**config.mk**
```make
export PLATFORM = sky130hd
export DESIGN_NAME = fpu_share_arbiter
export DESIGN_NICKNAME = d
export VERILOG_FILES = /design/src/rtl/fpu_share_arbiter.sv
export SDC_FILE = /design/constraint.sdc
export NUM_CORES = 1
export LEC_CHECK = 0
export CAP_MARGIN = 5
export CORE_AREA = 2 2 207 209
export CTS_CLUSTER_SIZE = 25
export DETAILED_ROUTE_END_ITERATION = 8
export DIE_AREA = 0 0 209 211
export PLACE_DENSITY = 0.45
export SYNTH_ARGS = -nofsm -noshare
export SYNTH_HDL_FRONTEND = slang
export SYNTH_SLANG_ARGS = --single-unit
```
**constraint.sdc**
```tcl
create_clock -name clk -period 2.75 [get_ports clk]
set_input_delay 0.55 -clock clk [delete_from_list [all_inputs] [get_ports clk]]
set_output_delay 0.55 -clock clk [all_outputs]
set_load 0.01 [all_outputs]
```
**src/rtl/fpu_share_arbiter.sv**
```systemverilog
// fpu_share_arbiter: round-robin sharing of one FPU among NB_CORES APU masters.
// Requests are tagged with the core index; responses are routed back by tag.
module fpu_share_arbiter #(
   parameter int NB_CORES        = 4,
   parameter int NB_ARGS         = 2,
   parameter int DATA_WIDTH      = 32,
   parameter int OPCODE_WIDTH    = 6,
   parameter int FLAGS_IN_WIDTH  = 15,
   parameter int FLAGS_OUT_WIDTH = 5,
   parameter int ID_WIDTH        = 9,
   parameter int MAX_OUTSTANDING = 2
) (
   input  logic                                    clk,
   input  logic                                    rst_n,
   input  logic [NB_CORES-1:0]                     core_req_i,
   output logic [NB_CORES-1:0]                     core_gnt_o,
   input  logic [NB_CORES*NB_ARGS*DATA_WIDTH-1:0]  core_operands_i,
   input  logic [NB_CORES*OPCODE_WIDTH-1:0]        core_op_i,
   input  logic [NB_CORES*FLAGS_IN_WIDTH-1:0]      core_flags_i,
   output logic [NB_CORES-1:0]                     core_rvalid_o,
   output logic [DATA_WIDTH-1:0]                   core_rdata_o,
   output logic [FLAGS_OUT_WIDTH-1:0]              core_rflags_o,
   output logic                                    fpu_req_o,
   input  logic                                    fpu_gnt_i,
   output logic [ID_WIDTH-1:0]                     fpu_ID_o,
   output logic [NB_ARGS*DATA_WIDTH-1:0]           fpu_operands_o,
   output logic [OPCODE_WIDTH-1:0]                 fpu_op_o,
   output logic [FLAGS_IN_WIDTH-1:0]               fpu_flags_o,
   input  logic                                    fpu_rvalid_i,
   input  logic [DATA_WIDTH-1:0]                   fpu_rdata_i,
   input  logic [FLAGS_OUT_WIDTH-1:0]              fpu_rflags_i,
   input  logic [ID_WIDTH-1:0]                     fpu_rID_i,
   output logic                                    err_o
);

   localparam int CORE_BITS = $clog2(NB_CORES);
   localparam int CNT_BITS  = $clog2(MAX_OUTSTANDING + 1);
   localparam int OPW       = NB_ARGS * DATA_WIDTH;
   localparam logic [CNT_BITS-1:0] CNT_MAX = CNT_BITS'(MAX_OUTSTANDING);

   logic [CORE_BITS-1:0]       rr_q, rr_d;
   logic [CORE_BITS-1:0]       win, win_lo, win_hi;
   logic                       hi_found;
   logic [CORE_BITS-1:0]       rsp_idx;
   logic [NB_CORES-1:0]        elig, gnt, dec;
   logic                       hs, rsp_hit, rsp_ok;
   logic [CNT_BITS-1:0]        cnt_q [NB_CORES];
   logic [CNT_BITS-1:0]        cnt_d [NB_CORES];
   logic [NB_CORES-1:0]        rvalid_q, rvalid_d;
   logic [DATA_WIDTH-1:0]      rdata_q, rdata_d;
   logic [FLAGS_OUT_WIDTH-1:0] rflags_q, rflags_d;
   logic                       err_q, err_d;

   // Eligibility, then first eligible at/after rr_q, else lowest eligible
   always_comb begin
      elig     = '0;
      win_lo   = '0;
      win_hi   = '0;
      hi_found = 1'b0;
      for (int i = 0; i < NB_CORES; i++) begin
         elig[i] = core_req_i[i] & (cnt_q[i] < CNT_MAX);
      end
      for (int i = NB_CORES - 1; i >= 0; i--) begin
         if (elig[i]) begin
            win_lo = CORE_BITS'(i);
         end
         if (elig[i] && (CORE_BITS'(i) >= rr_q)) begin
            win_hi   = CORE_BITS'(i);
            hi_found = 1'b1;
         end
      end
      win = hi_found ? win_hi : win_lo;
   end

   assign hs = (|elig) & fpu_gnt_i;

   // Grant vector and response acceptance by returned tag
   always_comb begin
      gnt     = '0;
      dec     = '0;
      rsp_hit = 1'b0;
      rsp_idx = fpu_rID_i[CORE_BITS-1:0];
      for (int k = 0; k < NB_CORES; k++) begin
         gnt[k] = hs && (win == CORE_BITS'(k));
         if ((rsp_idx == CORE_BITS'(k)) && (cnt_q[k] != '0)) begin
            rsp_hit = 1'b1;
         end
      end
      rsp_ok = fpu_rvalid_i && ((fpu_rID_i >> CORE_BITS) == '0) && rsp_hit;
      for (int k = 0; k < NB_CORES; k++) begin
         dec[k] = rsp_ok && (rsp_idx == CORE_BITS'(k));
      end
   end

   // Next state: pointer, in-flight counters, response register, error
   always_comb begin
      rr_d = rr_q;
      if (hs) begin
         rr_d = (win == CORE_BITS'(NB_CORES - 1)) ? '0 : win + 1'b1;
      end
      for (int k = 0; k < NB_CORES; k++) begin
         cnt_d[k] = cnt_q[k];
         if (gnt[k] && !dec[k]) begin
            cnt_d[k] = cnt_q[k] + 1'b1;
         end else if (dec[k] && !gnt[k]) begin
            cnt_d[k] = cnt_q[k] - 1'b1;
         end
      end
      rvalid_d = dec;
      rdata_d  = rsp_ok ? fpu_rdata_i : rdata_q;
      rflags_d = rsp_ok ? fpu_rflags_i : rflags_q;
      err_d    = err_q | (fpu_rvalid_i & ~rsp_ok);
   end

   // State registers
   always_ff @(posedge clk or negedge rst_n) begin
      if (!rst_n) begin
         rr_q     <= '0;
         rvalid_q <= '0;
         rdata_q  <= '0;
         rflags_q <= '0;
         err_q    <= 1'b0;
         for (int k = 0; k < NB_CORES; k++) begin
            cnt_q[k] <= '0;
         end
      end else begin
         rr_q     <= rr_d;
         rvalid_q <= rvalid_d;
         rdata_q  <= rdata_d;
         rflags_q <= rflags_d;
         err_q    <= err_d;
         for (int k = 0; k < NB_CORES; k++) begin
            cnt_q[k] <= cnt_d[k];
         end
      end
   end

   assign fpu_req_o      = |elig;
   assign core_gnt_o     = gnt;
   assign fpu_ID_o       = ID_WIDTH'(win);
   assign fpu_operands_o = core_operands_i[int'(win)*OPW +: OPW];
   assign fpu_op_o       = core_op_i[int'(win)*OPCODE_WIDTH +: OPCODE_WIDTH];
   assign fpu_flags_o    = core_flags_i[int'(win)*FLAGS_IN_WIDTH +: FLAGS_IN_WIDTH];
   assign core_rvalid_o  = rvalid_q;
   assign core_rdata_o   = rdata_q;
   assign core_rflags_o  = rflags_q;
   assign err_o          = err_q;

endmodule

```
==> flow_metrics.tcl <==
set metrics [dict create \
    r2r_end "cnt_q[5]" \
    finClkSkew_ns 0.00687 \
    vdd_drop_max_mv 0.367 \
    post-route-drc-count 0 \
    finalMaxSlewViolations 0 \
    insertedDiodeCount 0 \
    power.density_nw_per_um2 1010 \
    p_leak_nw 5.43 \
    r2r_cells 14 \
    fp.coreArea_um2 41800 \
    critical_path.endpoint_type "output port" \
    place.gp.congestion 0.863 \
    die_area_um2 44100 \
    syn_avg_cell_area_um2 7.25 \
    postRouteAntennaNets 0 \
    synthesis.area_um2 4750 \
    ys_seq_elements 52 \
    mostFrequentLayoutCells "sky130_fd_sc_hd__clkdlybuf4s50_1 (431), sky130_fd_sc_hd__nand2_1 (172), sky130_fd_sc_hd__buf_2 (79)" \
    layout-drive-gt1-share 0.327 \
    tritoncts_clock_tree "built" \
    critPathMaxFanout 8 \
    min_path_type "primary input to async pin" \
    status "finished with violations" \
    detail_route.wl_per_cell_um 18.5 \
    area.growth.synth_to_final_pct 171 \
    firstDrtPassIters 4 \
    timing.max_cap.violations 0 \
    global_route_wire_length_before_repair_um 47400 \
    mostFrequentLayoutCell "sky130_fd_sc_hd__clkdlybuf4s50_1" \
    grt_max_degree 27 \
    die_w_um 209 \
    final.setup.worst_slack_ns -0.108 \
    hpwl_after_detailed_placement_um 24900 \
    route.vias.total 7450 \
    timing.rr.start "cnt_q[7]" \
    synthesis.instances 656 \
    fin_worst_hold_slack_ns 0.129 \
    clock-root-buffer "sky130_fd_sc_hd__clkbuf_16" \
    num_rows 75 \
    max_freq_mhz 350 \
    vias_per_cell 4.09 \
    synth-async-reset-ratio 1.00 \
    cts-hold-fix-buffers 0 \
    regToRegSetupSlack_ns 0.10 \
    number_of_buffers_created_by_cts 5 \
    h-tree-depth 2 \
    antenna_violations_before_repair 0 \
    placement.io_buffers 527 \
    register_clock_pin_slew_on_the_reported_worst_setup_and_hold_paths_ns 0.07 \
    gr-usage-all-layers 0.141 \
    gr-total-overflow 0 \
    vias_in_the_first_global_route 7853 \
    effective_utilization_at_floorplan 0.114 \
    cts.path.max_buffers 2 \
    dr.first_iter.drc_count 225 \
    required_ns 2.20 \
    clk_latency_ns 0.29 \
    timing.critical_path.from "cnt_q[7]" \
    clock-sinks 52 \
    finish.net_count 1682 \
    synth.yosys.warnings 0 \
    boundaryPins 535 \
    critical_path_arrival_ns 2.31 \
    number_of_flops_mapped_to_enable_cells_by_yosys 0 \
    worstSetupStartpointType "flip-flop" \
    synth_cell_types 38 \
    rsz0062_at_grt "true" \
    fin_setup_tns_ns -3.99 \
    die_height_um 211 \
    path_class "flip-flop to output port" \
    layout_worst_path_cycle_share 1.04 \
    totalWireLength_um 33700 \
    synth_seq_area_share 0.274 \
    layout_min_cycle_time_ns 2.86 \
    violations "negative setup slack" \
    ys_dominant_reg_cell "sky130_fd_sc_hd__dfrtp_1" \
    setup_viol_count_final 72 \
    final_hold_viol_count 0 \
]
==> metal layers <==
metal / track usage / part of all wire / up-vias
met3: 0.0257 / 0.057 / 34
li1: - / - / 3588
met5: 0 / 0 / -
met4: 0.0337 / 0.024 / 0
met1: 0.169 / 0.41 / 3527
met2: 0.258 / 0.51 / 301
==> power by group <==
part	total [mW]	internal, mW	switching [mW]
Clock	0.613	0.340	0.273
Sequential	0.995	0.889	0.106
Combinational	11.4	5.88	5.52
==> worst max-delay path: stages, from the launching register on <==
cell                       delay (ns)
sky130_fd_sc_hd__dfrtp_1         0.43
sky130_fd_sc_hd__nand3b_1        0.18
sky130_fd_sc_hd__a311o_1         0.29
sky130_fd_sc_hd__and2_4          0.19
sky130_fd_sc_hd__inv_8           0.08
sky130_fd_sc_hd__buf_12          0.10
sky130_fd_sc_hd__buf_8           0.12
sky130_fd_sc_hd__buf_16          0.17
sky130_fd_sc_hd__nand2_2         0.07
sky130_fd_sc_hd__a32oi_2         0.21
sky130_fd_sc_hd__buf_4           0.17
==> kinds of logic after synthesis <==
family                   Yosys count  synth area share
AO/OA/AOI/OAI                    180             0.263
XOR/XNOR                          12            0.0221
adder cells (fa/ha/maj)            8            0.0211
buffers and inverters             73            0.0813
flip-flops                        52             0.274
multiplexers                      38            0.0900
other                              1          0.000789
AND/OR/NAND/NOR                  292             0.248
==> through the flow <==
step / cells / power (mW) / utilization / setup slack [ns] / cell area [µm²]
global route: 1820 / 13.9 / 0.308 / -0.253 / 12900
floorplan: 662 / 4.77 / - / 0.0499 / 4780
detailed placement: 1742 / 9.79 / 0.267 / -0.916 / 11200
global placement: 1742 / 9.80 / 0.267 / -0.906 / 11200
finish: 1820 / 13.0 / 0.308 / -0.108 / 12900
CTS: 1809 / 12.5 / 0.297 / -0.176 / 12400
==> sequential cells by signal, indices dropped and copies added, names as in the netlist <==
| name | flops |
|---|---|
| core_rflags_o | 5 |
| rr_q | 2 |
| cnt_q | 8 |
| core_rvalid_o | 4 |
| err_o | 1 |
| core_rdata_o | 32 |
==> layout make-up <==
cell class / count / area [µm²]
Sequential cell: 52 / 1300
Multi-Input combinational cell: 537 / 3870
Clock inverter: 1 / 8.76
Fill cell: 4466 / 28900
Tap cell: 539 / 674
Inverter: 3 / 18.8
Clock buffer: 7 / 133
Timing Repair Buffer: 681 / 6880
==> cells in the mapped netlist (2+ instances only) <==
master,number,area [µm²]
sky130_fd_sc_hd__xor2_1,8,70.1
sky130_fd_sc_hd__a21oi_1,86,430
sky130_fd_sc_hd__and3b_1,2,17.5
sky130_fd_sc_hd__buf_4,19,143
sky130_fd_sc_hd__buf_6,3,33.8
sky130_fd_sc_hd__clkbuf_1,30,113
sky130_fd_sc_hd__and2_1,2,12.5
sky130_fd_sc_hd__o21bai_1,2,15.0
sky130_fd_sc_hd__a211oi_1,2,15.0
sky130_fd_sc_hd__dfrtp_1,52,1300
sky130_fd_sc_hd__nor3b_1,3,22.5
sky130_fd_sc_hd__mux2_2,6,67.6
sky130_fd_sc_hd__nand2_1,257,965
sky130_fd_sc_hd__buf_1,4,15.0
sky130_fd_sc_hd__nor4_1,2,12.5
sky130_fd_sc_hd__a32oi_1,85,744
sky130_fd_sc_hd__nor2_1,7,26.3
sky130_fd_sc_hd__buf_2,14,70.1
sky130_fd_sc_hd__nand3b_1,3,22.5
sky130_fd_sc_hd__nand2b_1,4,25.0
sky130_fd_sc_hd__nor2b_1,3,18.8
sky130_fd_sc_hd__and3_1,5,31.3
sky130_fd_sc_hd__xnor2_1,4,35.0
sky130_fd_sc_hd__mux2_1,32,360
sky130_fd_sc_hd__ha_1,8,100
==> what timing repair did <==
item                       4_1_cts  5_1_grt
gates cloned                    17        3
buffers inserted                43       18
gates resized for setup        578      123
pin swaps                       67       81
setup endpoints to repair       98       90
==> worst max-delay path by stage <==
stage	endpoint	slack [ns]	cells past startpoint
floorplan	cnt_q[3]	0.05	12
global placement	fpu_flags_o[4]	-0.91	10
detailed placement	fpu_operands_o[41]	-0.92	10
CTS	fpu_flags_o[0]	-0.18	11
global route	fpu_operands_o[55]	-0.25	11
finish	fpu_operands_o[41]	-0.11	10
Power figures use the tool's default switching activity.
